**config.mk**
```make
export PLATFORM = sky130hd
export DESIGN_NAME = mario_anim_ctrl_flat
export DESIGN_NICKNAME = d
export VERILOG_FILES = /design/src/rtl/mario_pkg.sv /design/src/rtl/mario_anim_ctrl_if.sv /design/src/rtl/frame_tick_sync.sv /design/src/rtl/mario_anim_ctrl.sv /design/src/flat_wrapper.sv
export SDC_FILE = /design/constraint.sdc
export NUM_CORES = 1
export LEC_CHECK = 0
export ABC_AREA = 1
export CORE_UTILIZATION = 41
export CTS_BUF_LIST = sky130_fd_sc_hd__clkbuf_4 sky130_fd_sc_hd__clkbuf_8
export DETAILED_ROUTE_END_ITERATION = 8
export DONT_BUFFER_PORTS = 1
export GPL_ROUTABILITY_DRIVEN = 0
export PLACE_DENSITY = 0.62
export SLEW_MARGIN = 20
export SYNTH_ARGS = -nofsm -noshare
export SYNTH_HDL_FRONTEND = slang
export SYNTH_SLANG_ARGS = --single-unit
```
**constraint.sdc**
```tcl
create_clock -name Clk -period 2.17 [get_ports Clk]
set_input_delay 0.217 -clock Clk [delete_from_list [all_inputs] [get_ports Clk]]
set_output_delay 0.217 -clock Clk [all_outputs]
set_load 0.02 [all_outputs]
```
**src/rtl/mario_pkg.sv**
```systemverilog
// Shared constants and types for the Mario sprite / question-block animation controller.
package mario_pkg;

  typedef enum logic [1:0] {
    STAND = 2'd0,
    WALK  = 2'd1,
    JUMP  = 2'd2
  } anim_state_t;

  localparam logic [7:0] KEY_RIGHT   = 8'h07;
  localparam logic [7:0] KEY_LEFT    = 8'h04;
  localparam logic [7:0] KEY_JUMP    = 8'h26;

  localparam logic [2:0] ANI_STAND   = 3'd0;
  localparam logic [2:0] ANI_WALK0   = 3'd1;
  localparam logic [2:0] ANI_JUMP    = 3'd4;

  localparam logic [4:0] Q_TILE_BASE = 5'd6;

endpackage

```
**src/rtl/mario_anim_ctrl_if.sv**
```systemverilog
// Keycode in, sprite/tile selects out, between the controller and the color mapper.
interface mario_anim_ctrl_if;
  logic [7:0] keycode;
  logic [2:0] ani_index;
  logic       look_dir;
  logic       jumping;
  logic [4:0] q_tile;
  logic       frame_tick;

  modport master (
    output keycode,
    input  ani_index, look_dir, jumping, q_tile, frame_tick
  );

  modport slave (
    input  keycode,
    output ani_index, look_dir, jumping, q_tile, frame_tick
  );
endinterface

```
**src/rtl/frame_tick_sync.sv**
```systemverilog
// Brings frame_clk into the Clk domain and emits a single-cycle pulse on its rising edge.
module frame_tick_sync (
  input  logic Clk,
  input  logic Reset,
  input  logic frame_clk,
  output logic frame_tick
);

  logic sync1_q, sync2_q, sync3_q;

  always_ff @(posedge Clk) begin
    if (Reset) begin
      sync1_q <= 1'b0;
      sync2_q <= 1'b0;
      sync3_q <= 1'b0;
    end else begin
      sync1_q <= frame_clk;
      sync2_q <= sync1_q;
      sync3_q <= sync2_q;
    end
  end

  assign frame_tick = sync2_q & ~sync3_q;

endmodule

```
**src/rtl/mario_anim_ctrl.sv**
```systemverilog
// Frame-rate animation sequencer: Mario stand/walk/jump frames, facing direction,
// and the free-running question-block tile phase.
module mario_anim_ctrl
  import mario_pkg::*;
#(
  parameter int WALK_DIV    = 5,
  parameter int JUMP_FRAMES = 24,
  parameter int Q_DIV       = 21,
  parameter int CNT_W       = 6
) (
  input logic              Clk,
  input logic              Reset,
  input logic              frame_clk,
  mario_anim_ctrl_if.slave bus
);

  localparam logic [CNT_W-1:0] WALK_LAST = CNT_W'(WALK_DIV - 1);
  localparam logic [CNT_W-1:0] JUMP_LAST = CNT_W'(JUMP_FRAMES - 1);
  localparam logic [CNT_W-1:0] Q_LAST    = CNT_W'(Q_DIV - 1);

  logic             tick;
  anim_state_t      state_q, state_d;
  logic [2:0]       ani_q, ani_d;
  logic             look_dir_q, look_dir_d;
  logic [CNT_W-1:0] walk_cnt_q, walk_cnt_d;
  logic [CNT_W-1:0] jump_cnt_q, jump_cnt_d;
  logic [CNT_W-1:0] q_cnt_q, q_cnt_d;
  logic [1:0]       q_phase_q, q_phase_d;
  logic             key_right, key_left, key_jump, key_fwd, key_back;

  frame_tick_sync u_sync (
    .Clk        (Clk),
    .Reset      (Reset),
    .frame_clk  (frame_clk),
    .frame_tick (tick)
  );

  assign key_right = (bus.keycode == KEY_RIGHT);
  assign key_left  = (bus.keycode == KEY_LEFT);
  assign key_jump  = (bus.keycode == KEY_JUMP);
  assign key_fwd   = look_dir_q ? key_right : key_left;
  assign key_back  = look_dir_q ? key_left  : key_right;

  always_comb begin
    state_d    = state_q;
    ani_d      = ani_q;
    look_dir_d = look_dir_q;
    walk_cnt_d = walk_cnt_q;
    jump_cnt_d = jump_cnt_q;
    q_cnt_d    = q_cnt_q;
    q_phase_d  = q_phase_q;

    if (tick) begin
      if (q_cnt_q == Q_LAST) begin
        q_cnt_d   = '0;
        q_phase_d = (q_phase_q == 2'd2) ? 2'd0 : q_phase_q + 2'd1;
      end else begin
        q_cnt_d = q_cnt_q + 1'b1;
      end

      case (state_q)
        STAND: begin
          if (key_jump) begin
            state_d    = JUMP;
            jump_cnt_d = '0;
            ani_d      = ANI_JUMP;
          end else if (key_right || key_left) begin
            state_d    = WALK;
            look_dir_d = key_right;
            ani_d      = ANI_WALK0;
            walk_cnt_d = '0;
          end else begin
            ani_d = ANI_STAND;
          end
        end
        WALK: begin
          if (key_jump) begin
            state_d    = JUMP;
            jump_cnt_d = '0;
            ani_d      = ANI_JUMP;
          end else if (key_fwd) begin
            if (walk_cnt_q == WALK_LAST) begin
              walk_cnt_d = '0;
              ani_d      = (ani_q == 3'd3) ? ANI_WALK0 : ani_q + 3'd1;
            end else begin
              walk_cnt_d = walk_cnt_q + 1'b1;
            end
          end else if (key_back) begin
            look_dir_d = ~look_dir_q;
            ani_d      = ANI_WALK0;
            walk_cnt_d = '0;
          end else begin
            state_d    = STAND;
            ani_d      = ANI_STAND;
            walk_cnt_d = '0;
          end
        end
        JUMP: begin
          // Direction keys steer the facing mid-air but never cut the jump short.
          if (key_right || key_left) look_dir_d = key_right;
          if (jump_cnt_q == JUMP_LAST) begin
            state_d    = STAND;
            ani_d      = ANI_STAND;
            jump_cnt_d = '0;
          end else begin
            jump_cnt_d = jump_cnt_q + 1'b1;
          end
        end
        default: begin
          state_d = STAND;
          ani_d   = ANI_STAND;
        end
      endcase
    end
  end

  always_ff @(posedge Clk) begin
    if (Reset) begin
      state_q    <= STAND;
      ani_q      <= ANI_STAND;
      look_dir_q <= 1'b1;
      walk_cnt_q <= '0;
      jump_cnt_q <= '0;
      q_cnt_q    <= '0;
      q_phase_q  <= 2'd0;
    end else begin
      state_q    <= state_d;
      ani_q      <= ani_d;
      look_dir_q <= look_dir_d;
      walk_cnt_q <= walk_cnt_d;
      jump_cnt_q <= jump_cnt_d;
      q_cnt_q    <= q_cnt_d;
      q_phase_q  <= q_phase_d;
    end
  end

  assign bus.ani_index  = ani_q;
  assign bus.look_dir   = look_dir_q;
  assign bus.jumping    = (state_q == JUMP);
  assign bus.q_tile     = Q_TILE_BASE + {2'b00, q_phase_q, 1'b0};
  assign bus.frame_tick = tick;

endmodule

```
**src/flat_wrapper.sv**
```systemverilog
// flat-port wrapper written by rule: the top's interface ports become plain ports
module mario_anim_ctrl_flat import mario_pkg::*;
#(
  parameter int WALK_DIV    = 5,
  parameter int JUMP_FRAMES = 24,
  parameter int Q_DIV       = 21,
  parameter int CNT_W       = 6
)
  (Clk, Reset, frame_clk, bus_keycode, bus_ani_index, bus_look_dir, bus_jumping, bus_q_tile, bus_frame_tick);
  mario_anim_ctrl_if bus_i ();
  input logic Clk;
  input logic Reset;
  input logic frame_clk;
  input wire logic [$bits(bus_i.keycode)-1:0] bus_keycode;
  output wire logic [$bits(bus_i.ani_index)-1:0] bus_ani_index;
  output wire logic [$bits(bus_i.look_dir)-1:0] bus_look_dir;
  output wire logic [$bits(bus_i.jumping)-1:0] bus_jumping;
  output wire logic [$bits(bus_i.q_tile)-1:0] bus_q_tile;
  output wire logic [$bits(bus_i.frame_tick)-1:0] bus_frame_tick;
  assign bus_i.keycode = bus_keycode;
  assign bus_ani_index = bus_i.ani_index;
  assign bus_look_dir = bus_i.look_dir;
  assign bus_jumping = bus_i.jumping;
  assign bus_q_tile = bus_i.q_tile;
  assign bus_frame_tick = bus_i.frame_tick;
  mario_anim_ctrl #(.WALK_DIV(WALK_DIV), .JUMP_FRAMES(JUMP_FRAMES), .Q_DIV(Q_DIV), .CNT_W(CNT_W)) u_core (.Clk(Clk), .Reset(Reset), .frame_clk(frame_clk), .bus(bus_i));
endmodule
```
==> metrics.yaml <==
tns_ns: 0
path_class: "reg -> reg"
worstPathMaxFanout: 5
postCtsResizedCells: 0
hold_buffers: 2
grt_overflow: 0
grt_max_degree: 14
final_common_cell: "nand2_1"
startpoint_type: "register"
die_h_um: 66.7
initial_core_util_pct: 42.9
htreeDepth: 2
syn_to_final_growth_pct: 8.54
syn_area_um2: 1710
die_area_um2: 4440
drt_iter0_drc: 29
insertion_delay_ns: 0.28
yosys.area_share.simple_pct: 37.0
cap_viol_max_count: 0
dp_cells: 301
cp_data_required_time_ns: 2.35
rsz0062_at_grt: "no"
drv_slew: 0
status: "complete, no violations"
synthAdderAreaFrac_pct: 6.57
finalHoldViolCount: 0
track_usage_pct: 16.4
clock_sinks: 29
cts_buffer_depth: 2
layout.cells.non_filler: 311
drive_above_1_share_pct: 12.3
p_per_area_nw_per_um2: 563
vias: 1452
synth_top_family_by_area: "simple AND/OR/NAND/NOR gates"
min_path_type: "in -> reg"
cts_tree: "built"
dr.pass1.iters: 4
detailed_place_hpwl_um: 2400
root_buffer: "clkbuf_8"
grt_pass1_wl_um: 5420
synth.distinct_cells: 30
nets: 280
ios: 22
num_antenna_cells: 0
drt_wl_total_um: 3150
max-vdd-ir-drop_v: 0.000245
worst_setup_path_end_kind: "register"
syn_inst: 254
cts_setup_buffers: 0
cts_buffers: 5
viasPerCell: 4.67
row_count: 23
antenna_found_initial: 0
worstPathArrival_ns: 1.73
synth_area_per_cell_um2: 6.75
synthXorXnorAreaFrac_pct: 1.53
fillers: 432
numPortBuffers: 0
yosysWarningCount: 0
synth_seq_cells: 29
yosys-mux-area-fraction_pct: 0
post-route-period-util_pct: 71.5
setup_viol: 0
post_drt_wl_per_cell_um: 10.1
grt_pass1_vias: 1277
core_um2: 4000
ys_seq_area_share_pct: 33.9
clk_pin_slew_ns: 0.07
power.leakage_uw: 0.000835
skew_ns: 0.00372
timing.fmax_mhz: 644
die_x_um: 66.7
final_cell_mix: "nand2_1 (55), inv_1 (39), nor2_1 (32), dfxtp_1 (29), nand3_1 (17)"
min_period_ns: 1.55
synth_compound_area_share_pct: 9.49
drtAntennaViolNets: 0
drc_errors: 0
## per-layer routing
| metal | vias to the layer above | wire length (um) | GRT usage (%) |
|---|---|---|---|
| met5 | - | 0 | 0 |
| met4 | 0 | 54 | 7.18 |
| met3 | 5 | 135 | 5.65 |
| met2 | 20 | 1390 | 26.0 |
| met1 | 628 | 1570 | 19.7 |
| li1 | 799 | - | - |
## final cells by class
class | instances | area, um^2 | area share [%]
Inverter | 44 | 168 | 9.01
Sequential cell | 29 | 581 | 31.2
Tap cell | 50 | 62.6 | 3.36
Multi-Input combinational cell | 178 | 943 | 50.7
Timing Repair Buffer | 2 | 20.0 | 1.08
Clock inverter | 3 | 17.5 | 0.941
Clock buffer | 5 | 68.8 | 3.70
## sequential cells by signal, indices dropped and copies added (netlist names)
name,cells
u_core.bus.ani_index,3
u_core.bus.look_dir,1
u_core.jump_cnt_q,6
u_core.q_cnt_q,6
u_core.q_phase_q,2
u_core.state_q,2
u_core.u_sync.sync1_q,1
u_core.u_sync.sync2_q,1
u_core.u_sync.sync3_q,1
u_core.walk_cnt_q,6
## cell families after synthesis
kind of cell	count (synthesis)
and+or+nand+nor	134
AOI/OAI and AO/OA	30
adders and majority gates	9
buffers and inverters	48
other	1
DFF	29
xor gates and xnor gates	3
## worst max-delay path, stage by stage, from the launching register on
cell and delay [ns]:
dfxtp_1 0.39, ha_1 0.19, nand2_1 0.07, inv_1 0.08, nand3_1 0.07, nand2_1 0.08
nand2_1 0.06, inv_1 0.09, nand2_1 0.06, nand2_2 0.11, clkinv_1 0.09, nor2_1 0.11
nor2_1 0.05
## report_power, final
| part | switching, uW | internal [uW] | leakage [uW] |
|---|---|---|---|
| combinational | 42.9 | 18.7 | 0.000556 |
| sequential | 9.12 | 539 | 0.000235 |
| clock | 216 | 221 | 0.0000439 |
## cells in the mapped netlist (all sizes together)
cell | count | share of area, %
xnor2 | 1 | 0.51
a21oi | 12 | 3.5
nor3 | 6 | 1.8
o21ai | 16 | 5.1
nand2 | 65 | 17
o21bai | 1 | 0.44
clkinv | 1 | 0.22
inv | 43 | 9.6
xor2 | 2 | 1.0
nand3 | 18 | 5.5
clkbuf | 1 | 0.22
nor3b | 3 | 1.6
a211oi | 1 | 0.44
nand4 | 3 | 1.1
nor2 | 38 | 10
ha | 9 | 6.6
buf | 3 | 1.3
or2 | 1 | 0.37
conb | 1 | 0.22
dfxtp | 29 | 34
## stage by stage
stage	setup WS [ns]	instance area, um^2	utilization (%)	hold slack [ns]	total power [uW]
3_3_place_gp	0.659	1750	43.9	0.290	617
2_1_floorplan	0.772	1720	-	0.324	614
3_5_place_dp	0.620	1750	43.9	0.289	618
5_1_grt	0.397	1860	46.5	0.0286	1090
4_1_cts	0.598	1860	46.5	0.0272	1060
6_report	0.618	1860	46.5	0.0323	1050
## worst paths after layout
check                                               end  slack, ns  depth (start not counted)                  start
worst max-delay path            u_core.bus.ani_index[2]       0.62                         12   u_core.jump_cnt_q[0]
worst min-delay path              u_core.u_sync.sync1_q       0.03                          2              frame_clk
worst max register to register  u_core.bus.ani_index[2]       0.62                         12   u_core.jump_cnt_q[0]
worst min register to register    u_core.u_sync.sync2_q       0.41                          2  u_core.u_sync.sync1_q
(Power assumes the default switching activity.)
